$ cat src/rtl/bus_gate_arbiter.sv
// Round-robin owner of the four bus gate selects; guarantees one-hot-or-zero gates,
// a dead turnaround cycle between owners, and watchdog release of a stuck owner.
//
// state | meaning
// IDLE  | no owner, arbitrate every cycle
// OWN   | one requester holds its gate, tenure counter running
// TURN  | one all-zero bus cycle after a release, arbitrates like IDLE
module bus_gate_arbiter #(
    parameter int TIMEOUT = 16
) (
    input  logic       Clk,
    input  logic       Reset,
    input  logic [3:0] req,
    input  logic [3:0] done,
    input  logic       err_clr,
    output logic       GatePC,
    output logic       GateMDR,
    output logic       GateALU,
    output logic       GateMARMUX,
    output logic [3:0] grant,
    output logic       busy,
    output logic       timeout_err,
    output logic [1:0] err_idx
);

    localparam int CW = $clog2(TIMEOUT);
    localparam logic [CW-1:0] CNT_LAST = CW'(TIMEOUT - 1);

    typedef enum logic [1:0] {
        IDLE = 2'd0,
        OWN  = 2'd1,
        TURN = 2'd2
    } state_t;

    state_t        state;
    logic [1:0]    ptr;
    logic [1:0]    owner;
    logic [CW-1:0] cnt;

    logic          found;
    logic [1:0]    win_idx;
    logic [1:0]    idx;
    logic          rel_done;
    logic          rel_drop;
    logic          rel_tmo;
    logic          release_now;
    logic          tmo_fire;

    // Rotating search starting at ptr; the first requester found wins.
    always_comb begin
        found   = 1'b0;
        win_idx = 2'd0;
        idx     = 2'd0;
        for (int i = 0; i < 4; i++) begin
            idx = ptr + 2'(i);
            if (!found && req[idx]) begin
                found   = 1'b1;
                win_idx = idx;
            end
        end
    end

    always_comb begin
        rel_done    = done[owner];
        rel_drop    = !req[owner];
        rel_tmo     = (cnt == CNT_LAST);
        release_now = (state == OWN) && (rel_done || rel_drop || rel_tmo);
        // A done or a dropped request in the watchdog cycle is a clean release.
        tmo_fire    = (state == OWN) && rel_tmo && !rel_done && !rel_drop;
    end

    always_ff @(posedge Clk or posedge Reset) begin
        if (Reset) begin
            state       <= IDLE;
            ptr         <= 2'd3;
            owner       <= 2'd0;
            cnt         <= '0;
            grant       <= 4'b0000;
            busy        <= 1'b0;
            timeout_err <= 1'b0;
            err_idx     <= 2'd0;
        end else begin
            case (state)
                IDLE, TURN: begin
                    if (found) begin
                        state <= OWN;
                        grant <= 4'b0001 << win_idx;
                        owner <= win_idx;
                        ptr   <= win_idx + 2'd1;
                        cnt   <= '0;
                        busy  <= 1'b1;
                    end else begin
                        state <= IDLE;
                        grant <= 4'b0000;
                        busy  <= 1'b0;
                    end
                end
                OWN: begin
                    if (release_now) begin
                        state <= TURN;
                        grant <= 4'b0000;
                        busy  <= 1'b1;
                    end else begin
                        cnt <= cnt + 1'b1;
                    end
                end
                default: begin
                    state <= IDLE;
                    grant <= 4'b0000;
                    busy  <= 1'b0;
                end
            endcase

            if (tmo_fire) begin
                timeout_err <= 1'b1;
                err_idx     <= owner;
            end else if (err_clr) begin
                timeout_err <= 1'b0;
            end
        end
    end

    assign GatePC     = grant[3];
    assign GateMDR    = grant[2];
    assign GateALU    = grant[1];
    assign GateMARMUX = grant[0];

endmodule

$ cat config.mk
export PLATFORM = sky130hd
export DESIGN_NAME = bus_gate_arbiter
export DESIGN_NICKNAME = d
export VERILOG_FILES = /design/src/rtl/bus_gate_arbiter.sv
export SDC_FILE = /design/constraint.sdc
export NUM_CORES = 1
export LEC_CHECK = 0
export BUFFER_PORTS_ARGS = -buffer_cell sky130_fd_sc_hd__buf_2
export CORE_MARGIN = 3
export CORE_UTILIZATION = 45
export CTS_CLUSTER_SIZE = 12
export DETAILED_ROUTE_END_ITERATION = 10
export PLACE_DENSITY = 0.69
export RECOVER_POWER = 25
export SLEW_MARGIN = 20
export SYNTH_ARGS = -nofsm -noshare
export SYNTH_HDL_FRONTEND = slang
export SYNTH_SLANG_ARGS = --single-unit
$ cat constraint.sdc
create_clock -name Clk -period 2.3 [get_ports Clk]
set_clock_uncertainty 0.05 [all_clocks]
set_input_delay 0.23 -clock Clk [delete_from_list [all_inputs] [get_ports Clk]]
set_output_delay 0.23 -clock Clk [all_outputs]
set_load 0.05 [all_outputs]
; ---- Word level (Yosys, flattened, before mapping)
; Index checks and enable logic that the tools add are counted.
[op_classes]
addsub = 5
n_lt_le_gt_ge = 5
n_eq_ne = 6
shift = 1
mux = 34
reduce_logical = 20
[op_table]
columns = op, count
row1 = $mux W4, 4
row2 = $pmux W4 S2, 2
row3 = $lt A2 B3 Y1 const B, 5
row4 = $mux W1, 15
row5 = $bmux W1 S2, 6
row6 = $mux W2, 5
row7 = $logic_and A1 B1 Y1, 7
row8 = $ne A2 B2 Y1 const B, 3
row9 = $logic_not A1 Y1, 5
row10 = $add A2 B1 Y2 const B, 2
row11 = $add A2 B2 Y2 const B, 2
row12 = $add A4 B1 Y4 const B, 1
row13 = $eq A4 B4 Y1 const B, 1
row14 = $pmux W2 S2, 1
row15 = $reduce_bool A2 Y1, 2
row16 = $shl A1 B2 Y4 const A, 1
row17 = $reduce_and A3 Y1, 1
row18 = $eq A2 B1 Y1 const B, 1
row19 = $eq A2 B2 Y1 const B, 1
row20 = $logic_not A2 Y1, 1
row21 = $logic_or A1 B1 Y1, 2
row22 = $pmux W1 S2, 1
row23 = $reduce_and A2 Y1, 1
row24 = $reduce_or A2 Y1, 1
[totals]
regBits = 18
in_bits = 11
elab_cells = 79

; ---- Depth between registers and ports, before layout
[depth]
word_depth = 15
mapped_depth = 6
depth_no_buf = 6

; ---- Worst setup path before layout
; OpenSTA, ideal clock, no wires.
[synth_timing]
kind = reg-to-reg
startpoint = reg ptr[1]
endpoint = reg ptr[1]
setup_time_ps = 82
arrival_time_ps = 1847
path_slack_ps = 321
stages_incl_launch_ff = 7
n_path_buf = 0
synth_period_minus_slack_ps = 1979
path_cell_list = dfstp_2 > mux2i_1 > nor2_1 > or4_1 > inv_1 > ha_1 > mux2_2
[synth_via]
elab_chain_cells = 13
word_cells_on_any_way = 27
cone_classes = 4 x add/sub / 16 x mux / 7 x reduce/logical
[synth_rtl]
columns = element, line
row1 = "start, declared", 36  ; logic [1:0] ptr;
row2 = "start signal, assigned", 89  ; ptr <= win_idx + 2'd1;
row3 = "parallel branches: the longest is 11 deep, another holds $add A2 B1 Y2", n/a
row4 = $mux W2 (*), 56  ; if (!found && req[idx]) begin
row5 = net win_idx[0], 41  ; logic [1:0] win_idx;
row6 = $add A2 B1 Y2 (*), 89
; Mark *: on every way through the listed nets, which the timed path passes. The select of a mux whose other input is x is not followed.
; A chain may end at the register's enable or synchronous reset.

; ---- Worst setup path in the final report
; Same ends and word-level chain as after synthesis.

==> flow_results.org <==
** Synthesis
- Top post-synthesis cells by count :: dfrtp_1, nand2b_1, inv_1
- Combined area of all synthesized cells :: 959.7 um^2
- A synthesized cell averages 11.03 um^2.
- Biggest area consumer among synthesized cells :: dfrtp_1
- Cell variety after synth :: 31
- Most used flip-flop cell after synthesis :: dfrtp_1
- Counting flops with a built-in enable in the synthesized netlist gives 0.
- Syn Inst Count :: 87
- For this run, the number of Yosys warnings is 0.
- Of all flip-flops after synthesis, the portion carrying an async set or reset was 1.000.
- Cell types with the largest area share after synthesis :: dfrtp_1, ha_1, nand2b_1
- Of the synthesized area, sequential elements account for 0.4720.
- After synthesis the netlist holds a flip-flop and latch count of 18.
- Among all cell types in the netlist, the one instantiated most often is dfrtp_1.
- Counting every net in the synthesized netlist gives 103.
- Top-area cell type share of the netlist area :: 0.4172

** Clock tree
- In this run the post-CTS setup repair buffer count came out at 0.
- In this run the number of H-tree levels came out at 1.
- After clock tree synthesis, the clock-pin slew on the worst setup and hold paths is 0.11 ns.
- The clock drives 18 sinks.
- In this run the deepest clock path goes through 2 buffers.
- Buffers inserted during clock tree synthesis total 3.
- CTS placed an instance of clkbuf_4 at the clock tree root.
- TritonCTS built the clock tree.
- Post-cts hold buffer count :: 1
- Clock latency on the worst-skew pair, taken at its later pin, is 0.29 ns.
- In this run, post-CTS repair resized a total of 0 instances.

** Pwr
- Of the total power, the share spent switching nets is 0.4581.
- The internal power of the cells totals 744.3 uW.
- Sequential share of power :: 0.371
- Clock network fraction of total power :: 0.143
- In this run the static leakage power is 0.5714 nW.
- Of the total power, combinational logic draws 0.486.
- Power spread over the standard cell area amounts to 1231 nW/um^2.
- For this design the total switching power over the nets is 629.1 uW.
- Largest vdd supply drop :: 0.6634 mV

** Cells and area
- With fillers left out, the area of the finished cells amounts to 1116 um^2.
- Ant diodes :: 0
- The filler cells instantiated in the layout total 172.
- Fraction of the core area covered by cells at the end of the flow :: 0.5631
- In the final layout, the multi-input gates occupy 450.4 um^2.
- Area growth from synthesis to layout :: 16.30%
- For this run, the post-layout net count is 126.
- In the final layout, the share of cells above drive strength 1 is 0.3303.
- Total area of sequential cells :: 452.9 um^2

** Placed design
- Worst-case setup slack after placement :: 0.2377 ns
- Port buffer count :: 22
- Total placed instance area :: 1070 um^2
- GPL Wtd Cong :: 0.7540
- Hpwl dp :: 1.313 mm

** Min path
- Worst Hold Path Cells :: 3
- Kind of path behind the tightest hold check :: in2reg
- For hold timing, the worst endpoint is timeout_err.
- Worst hold start :: err_clr

** Global route
- In the global route stage, met1 resource usage came out at 0.1750.
- The via count of the first global-routing pass came to 658.
- Peak-usage layer in the global routing report :: met2
- Number of antenna violations at the first check in global routing :: 0
- Global router's overall resource usage :: 0.1431
- Met2 demand-to-capacity share in global routing :: 0.2385
- The first global-routing pass estimated 2.835 mm of wire.
- Met3 Track Usage GR :: 0.03419
- The total overflow left after global routing is 0.
- Pin count of the biggest net entering global routing :: 19

** Routing
- In the routed design, unresolved DRC markers number 0.
- The first detailed-routing pass took 4 iterations.
- After detailed routing, the average wire length per cell comes to 12.43 um.
- The first routing iteration left 3 violations.
- Routed via count divided by cell count :: 5.096
- The routed design has 1.690 mm of wire.
- Antenna violation net count after detailed routing :: 0
- Summing over every cut layer, the via total after detailed routing is 693.

** Floorplan
- The die is 52.18 um tall.
- 23 I/O pins were placed.
- The initial utilization of the core area, before any placement, comes to 0.4842.
- Core area :: 1982 um^2
- The floorplan has 16 rows.
- Die area :: 2723 um^2
- Horizontal extent of the die :: 52.18 um

** Timing
- Final hold violations :: 0
- For this run, the top clock speed supported by timing is 478.5 MHz.
- Actual transition at the worst max-transition pin :: 0.6791 ns
- Setup repair after global routing left no endpoint under its margin.
- Total Neg Setup Slack :: 0 ns
- Setup violations remaining at the end of the flow were counted as 0.
- Fin crit period :: 2.090 ns
- In the finished design, the share of the clock period the worst path needs comes to 0.9087.
- Once routing completed, OpenROAD measured the worst setup slack at 0.2101 ns.
- Headroom to the max-slew limit came out at 0.5467.
- The final max-slew violation count came to 0.

** Critical path
- Biggest fanout along the worst timing path :: 6
- CP endpoint kind :: flop
- The worst register-to-register path begins at ptr[1].
- Data on the critical path is required at its endpoint by 2.48 ns.
- For flop-to-flop paths, the worst setup slack is 0.21 ns.
- The worst register-to-register path ends at ptr[1].
- Data arrives at the worst endpoint at 2.27 ns.
- For the worst flop-to-flop path, the logic depth is 6.
- Nature of the critical path startpoint :: flop
- The worst setup path is of the reg2reg kind.

** Status
- The run finished with clean final reports.

** Job
- Max-cap check violation count :: 0
[cell families after synthesis]
| group | after synthesis | synth area share |
|---|---|---|
| fa+ha+maj | 5 | 0.06519 |
| buf+inv | 11 | 0.05867 |
| simple gates | 27 | 0.1682 |
| mux | 7 | 0.09126 |
| compound gates | 19 | 0.1447 |
| flops | 18 | 0.4720 |
[routing by layer]
| metal | part of all wire | vias to the layer above |
|---|---|---|
| li1 | - | 354 |
| met1 | 0.47 | 322 |
| met2 | 0.48 | 13 |
| met3 | 0.037 | 4 |
| met4 | 0.021 | 0 |
| met5 | 0 | - |
[sequential cells by signal, summed over array words and instances (netlist names)]
| register | cells |
|---|---|
| grant | 4 |
| busy | 1 |
| state | 2 |
| timeout_err | 1 |
| ptr | 2 |
| cnt | 4 |
| err_idx | 2 |
| owner | 2 |
[power groups by stage]
stage	logic [mW]	registers, mW	clock network [mW]
after floorplan	0.451	0.622	0
after global placement	0.669	0.511	0
after detailed placement	0.671	0.515	0
after CTS	0.674	0.510	0.201
after global routing	0.730	0.527	0.214
final	0.668	0.509	0.197
[worst max-delay path by stage]
stage,startpoint,end,slack [ns],depth (start not counted)
after global placement,ptr[1],ptr[1],0.27,6
after global routing,ptr[1],ptr[1],0.13,6
after CTS,ptr[1],ptr[1],0.21,6
final,ptr[1],ptr[1],0.21,6
after floorplan,ptr[1],ptr[1],0.32,6
after detailed placement,ptr[1],ptr[1],0.24,6
[area by class of cell]
cell class                 count  area share
inverter                       6     0.02018
timing repair buffer          23      0.1076
sequential                    18      0.4058
multi-input combinational     58      0.4036
clock buffer                   4     0.03251
tap                           27     0.03027
[cells in the final DEF, fill, tap and decap left out, types with 2 or more instances in the layout]
| cell type | netlist | final |
|---|---|---|
| mux2i_1 | 2 | 2 |
| nor2_1 | 4 | 4 |
| nor4_1 | 3 | 3 |
| mux2_2 | 4 | 4 |
| a22o_1 | 4 | 4 |
| clkbuf_4 | 0 | 3 |
| nand2b_1 | 10 | 10 |
| dfstp_2 | 2 | 2 |
| nand3_1 | 2 | 2 |
| a21oi_1 | 4 | 4 |
| buf_2 | 0 | 22 |
| inv_1 | 6 | 6 |
| o21ai_0 | 3 | 3 |
| dfrtp_1 | 16 | 16 |
| a21o_1 | 2 | 2 |
| ha_1 | 5 | 5 |
[worst max-delay path, stage by stage, from the launching register on]
cell     delay [ns]
dfstp_2        0.59
mux2i_1        0.19
nor2_1         0.06
or4_1          0.53
inv_1          0.11
ha_1           0.23
mux2_2         0.26
[per-stage QoR]
step | power (mW) | std cells | hold slack (ns)
3_5_place_dp | 1.187 | 131 | 0.3266
2_1_floorplan | 1.073 | 87 | 0.1171
4_1_cts | 1.385 | 136 | 0.1563
3_3_place_gp | 1.180 | 131 | 0.3205
5_1_grt | 1.471 | 136 | 0.1518
6_report | 1.373 | 136 | 0.1507
Note: power is estimated with default switching activity, not from simulation.
